<file path="src/rtl/fft_win_wr_ctrl.sv">
// fft_win_wr_ctrl: captures a frame-aligned window of FFT modulus bins into RAM and tracks the peak bin.
module fft_win_wr_ctrl #(
  parameter int DATA_W = 16,
  parameter int IDX_W  = 12,
  parameter int ADDR_W = 8,
  parameter int DEPTH  = 256
) (
  input  logic              clk,
  input  logic              rst_n,
  input  logic              start,
  input  logic [IDX_W-1:0]  win_start,
  input  logic [ADDR_W:0]   win_len,
  input  logic [DATA_W-1:0] data_modulus,
  input  logic              data_valid,
  input  logic              data_last,
  output logic [DATA_W-1:0] wr_data,
  output logic [ADDR_W-1:0] wr_addr,
  output logic              wr_en,
  output logic              busy,
  output logic              wr_done,
  output logic              done_pulse,
  output logic              fft_shutdown,
  output logic              frame_err,
  output logic              cfg_err,
  output logic [DATA_W-1:0] peak_val,
  output logic [ADDR_W-1:0] peak_addr
);
  typedef enum logic [1:0] {IDLE, ARM, CAPTURE, DONE} state_t;
  state_t            state_q;
  logic [IDX_W-1:0]  bin_q, ws_q;
  logic [ADDR_W:0]   wl_q, wcnt_q;
  logic [IDX_W:0]    bin_x, lo, hi;
  logic              in_win, is_end, cfg_ok, take, capt, wr, fin;
  // One extra bit keeps win_start+win_len from wrapping past the frame end
  assign bin_x  = {1'b0, bin_q};
  assign lo     = {1'b0, ws_q};
  assign hi     = lo + (IDX_W+1)'(wl_q);
  assign in_win = bin_x >= lo && bin_x < hi;
  assign is_end = bin_x == hi - 1'b1;
  assign cfg_ok = win_len != '0 && win_len <= (ADDR_W+1)'(DEPTH);
  assign take   = start && (state_q == IDLE || state_q == DONE);
  assign capt   = data_valid && (state_q == CAPTURE || (state_q == ARM && bin_q == '0));
  assign wr     = capt && in_win;
  assign fin    = capt && (is_end || data_last);
  assign fft_shutdown = wr_done;
  always_ff @(posedge clk or negedge rst_n) begin
    if (!rst_n) begin
      state_q    <= IDLE;
      bin_q      <= '0;
      ws_q       <= '0;
      wl_q       <= '0;
      wcnt_q     <= '0;
      wr_data    <= '0;
      wr_addr    <= '0;
      wr_en      <= 1'b0;
      busy       <= 1'b0;
      wr_done    <= 1'b0;
      done_pulse <= 1'b0;
      frame_err  <= 1'b0;
      cfg_err    <= 1'b0;
      peak_val   <= '0;
      peak_addr  <= '0;
    end else begin
      if (data_valid) bin_q <= data_last ? '0 : bin_q + 1'b1;
      wr_en <= wr;
      if (wr) begin
        wr_addr <= ADDR_W'(bin_x - lo);
        wr_data <= data_modulus;
        wcnt_q  <= wcnt_q + 1'b1;
        if (wcnt_q == '0 || data_modulus > peak_val) begin
          peak_val  <= data_modulus;
          peak_addr <= ADDR_W'(bin_x - lo);
        end
      end
      // DONE flags rise one cycle after entry, i.e. just after the final write
      wr_done    <= state_q == DONE && !start;
      done_pulse <= state_q == DONE && !start && !wr_done;
      if (take) begin
        if (cfg_ok) begin
          ws_q      <= win_start;
          wl_q      <= win_len;
          wcnt_q    <= '0;
          frame_err <= 1'b0;
          cfg_err   <= 1'b0;
          peak_val  <= '0;
          peak_addr <= '0;
          busy      <= 1'b1;
          state_q   <= ARM;
        end else begin
          cfg_err <= 1'b1;
          state_q <= IDLE;
        end
      end else if (fin) begin
        frame_err <= !is_end;
        busy      <= 1'b0;
        state_q   <= DONE;
      end else if (capt) begin
        state_q <= CAPTURE;
      end
    end
  end
endmodule
</file>
<file path="config.mk">
export PLATFORM = sky130hd
export DESIGN_NAME = fft_win_wr_ctrl
export DESIGN_NICKNAME = d
export VERILOG_FILES = /design/src/rtl/fft_win_wr_ctrl.sv
export SDC_FILE = /design/constraint.sdc
export NUM_CORES = 1
export LEC_CHECK = 0
export CORE_UTILIZATION = 55
export CTS_CLUSTER_DIAMETER = 30
export DETAILED_ROUTE_END_ITERATION = 12
export GPL_ROUTABILITY_DRIVEN = 0
export HOLD_SLACK_MARGIN = 0.08
export PLACE_DENSITY = 0.81
export SLEW_MARGIN = 20
export SYNTH_ARGS = -nofsm -noshare
export SYNTH_HDL_FRONTEND = slang
export SYNTH_SLANG_ARGS = --single-unit
</file>
<file path="constraint.sdc">
create_clock -name clk -period 5.04 [get_ports clk]
set_input_delay 1.512 -clock clk [delete_from_list [all_inputs] [get_ports clk]]
set_output_delay 1.512 -clock clk [all_outputs]
set_load 0.02 [all_outputs]
</file>
==> results_dict.tcl <==
set metrics [dict create \
    clk-insertion-delay-late_ns 0.35 \
    required_ns 5.22 \
    gr-usage-met1_pct 35.2 \
    netlist_area_sq_um 6220 \
    synth_seq_cells 98 \
    die-area_sq_um 11700 \
    cts_setup_buffers 0 \
    routed_wl_mm 16.3 \
    rr_worst_depth 18 \
    final_hold_viol_count 0 \
    pwr-share-comb_pct 57.4 \
    fin_util_pct 69.4 \
    p_leak_nw 3.42 \
    drtAntennaViolNets 0 \
    clock_path_buffers 2 \
    stdcell_area_sq_um 7590 \
    max_freq_mhz 215 \
    p_sw_w 0.00190 \
    syn-num-nets 794 \
    min_period_ns 4.66 \
    routedWlPerCell_microns 17.8 \
    intPower_w 0.00246 \
    ctsResizeCount 0 \
    ys_seq_area_share_pct 39.4 \
    ys.flop_type "dfrtp_1" \
    io_pins 97 \
    syn_avg_cell_area_sq_um 8.97 \
    die-width_microns 108 \
    post-dp-hpwl_mm 12.1 \
    synthMuxAreaShare_pct 0.663 \
    synth_cell_types 68 \
    antenna_found_initial 0 \
    grt_pass1_vias 5536 \
    cp-startpoint "ws_q[0]" \
    fin_worst_skew_ns 0.00753 \
    worstHoldStart "fft_shutdown" \
    synth-xor-area-share_pct 5.13 \
    grt_pass1_wl_mm 26.5 \
    critPathKind "reg2reg" \
    post-route-period-util_pct 92.4 \
    crit_chain "ha_1, inv_1, fa_1, nand2b_1, a211oi_4, or3_1, and2_1, inv_1, ha_1, a211oi_1, nand2_1, a21oi_1, a21o_1, a21oi_1, maj3_1, a31o_1, nor2_1, a211oi_1" \
    slowest_stage "nor2_1" \
    critical_path.endpoint_type "flip-flop" \
    drt_iter0_drc 287 \
    p_seq_share_pct 26.2 \
    ys_warn_count 0 \
    core_area_sq_um 10900 \
    numCtsBuffers 9 \
    die_h_microns 108 \
    grt_use_met3_pct 4.22 \
    cts_tree "built" \
    cts_hold_buf 0 \
    area_delta_synth_final_pct 21.9 \
    cp-start-kind "flip-flop" \
    worstMarginPinSlew_ns 1.12 \
    worst-path-stages 18 \
    async_reset_ff_share_pct 100 \
    fin_setup_tns_ns 0 \
    htreeDepth 3 \
    ir_drop_uv 306 \
    path_clk_slew_ns 0.07 \
    path_buf_inv 2 \
    swShare_pct 43.6 \
    synthAdderAreaFrac_pct 12.1 \
    synth_compound_area_share_pct 18.7 \
    port_buffers 96 \
    maxCapViolCount 0 \
    drt_first_pass_iters 6 \
    synth_cells 694 \
    rsz0062_at_grt "no" \
    grt_util_met2_pct 51.8 \
    final_layout_size_suffix_gt1_share_pct 5.38 \
    critPathMaxStageDelay_ns 0.87 \
    synth-edff-count 0 \
    vias_per_cell 6.06 \
    synth_top_family_by_area "compound AO/OA/AOI/OAI gates" \
    critical-path-top-delay-family "simple AND/OR/NAND/NOR gates" \
    start_util_pct 56.9 \
    vias 5576 \
    hold_depth 1 \
    relSlewSlack_pct 25.2 \
    yosys.area_share.simple_pct 18.4 \
    antenna_cells 0 \
    finish.net_count 876 \
    outcome "complete, no violations" \
    hold_path.class "reg2reg" \
    power_density_nw_per_um2 575 \
    grt_max_degree 86 \
    rr_startpoint "ws_q[0]" \
    placementRows 38 \
    drc 0 \
    busiest_layer "met2" \
    clock-root-buffer "clkbuf_16" \
    p_clk_share_pct 16.3 \
    finalMaxSlewViolations 0 \
    setup_viol 0 \
    critPathMaxFanout 15 \
    arrival_ns 4.84 \
    grt_overflow 0 \
    dpl_cell_area_sq_um 7280 \
    cts_sinks 98 \
    grt_usage_pct 29.3 \
]
cell type report:
cell class | instances | area (sq um)
Clock inverter | 4 | 51.3
Clock buffer | 11 | 253
Tap cell | 140 | 175
Fill cell | 862 | 3340
Sequential cell | 98 | 2450
Timing Repair Buffer | 106 | 1040
Multi-Input combinational cell | 507 | 3420
Inverter | 54 | 203
sequential cells by signal (all words and copies together), names as in the netlist, 2 cells and up:
signal     cells
peak_addr      8
wl_q           9
wcnt_q         9
wr_addr        8
state_q        2
bin_q         12
wr_data       16
peak_val      16
ws_q          12
final timing paths:
check | endpoint | slack (ns)
max | peak_addr[2] | 0.38
min | done_pulse | 0.47
max reg2reg | peak_addr[2] | 0.38
min reg2reg | done_pulse | 0.47
max in group asynchronous | bin_q[9] | 3.13
min in group asynchronous | wr_data[15] | 1.22
metrics by stage:
stage / std cells / total power, W / hold slack, ns / setup WS (ns)
floorplan: 694 / 0.00289 / 0.450 / 1.12
global placement: 905 / 0.00351 / 0.438 / 0.608
detailed placement: 905 / 0.00362 / 0.459 / 0.491
CTS: 920 / 0.00435 / 0.468 / 0.436
global route: 920 / 0.00466 / 0.493 / 0.122
finish: 920 / 0.00436 / 0.467 / 0.384
cell usage in the layout (no fill, tap or decap), drive strengths merged, types with 2 or more instances in the layout:
cell type,instances
or4,2
nor4,10
o211ai,6
nand3,18
nor3,6
a311oi,2
a22o,3
and4,5
clkinv,3
nor3b,2
clkbuf,11
o21ai,49
buf,11
a21oi,41
nor2b,6
nor2,20
or3,9
mux2i,3
xnor3,3
o2111ai,2
a31oi,6
and3,7
ha,56
o22ai,3
fa,2
o31ai,18
xor2,7
a31o,6
a21o,12
a211oi,6
nor4b,3
inv,53
nand2,123
o21a,7
clkdlybuf4s50,95
a22oi,2
nand4,21
dfrtp,98
nand2b,4
xnor2,20
kinds of logic (layout without fill, tap and decap cells):
logic type	count (synthesis)	in the layout
buffers and inverters	89	175
flip-flops	98	98
AND/OR/NAND/NOR	238	238
AO/OA/AOI/OAI	176	176
multiplexers	4	4
adder cells (fa/ha/maj)	59	59
XOR/XNOR	30	30
power groups by stage:
stage	clock network (W)	registers [W]	logic, W
2_1_floorplan	0	0.00126	0.00163
3_3_place_gp	0	0.00115	0.00237
3_5_place_dp	0	0.00116	0.00246
4_1_cts	0.000720	0.00115	0.00248
5_1_grt	0.000746	0.00117	0.00274
6_report	0.000713	0.00115	0.00251
per-layer routing:
metal	vias up	wire, microns	share of wire [%]
met5	-	0	0
met4	0	559	3.4
met3	40	945	5.8
met2	221	8260	51
met1	2686	6580	40
li1	2629	-	-
cell usage after synthesis (6+ instances only):
library cell  number  area, sq um
nor2b_1            6         37.5
buf_2              7         35.0
clkbuf_1          23         86.3
inv_1             52          195
o211ai_1           6         45.0
a21oi_1           41          205
nand2_1          123          462
nand3_1           18         90.1
nor3_1             6         30.0
o31ai_1           18          135
o21a_1             7         52.6
xor2_1             7         61.3
and3_1             7         43.8
or3_1              9         56.3
a21o_1            12         90.1
xnor2_1           18          158
ha_1              56          701
o21ai_0           47          235
nand4_1           21          131
nor4_1             9         56.3
nor2_1            20         75.1
dfrtp_1           98         2450
(Power assumes the default switching activity.)
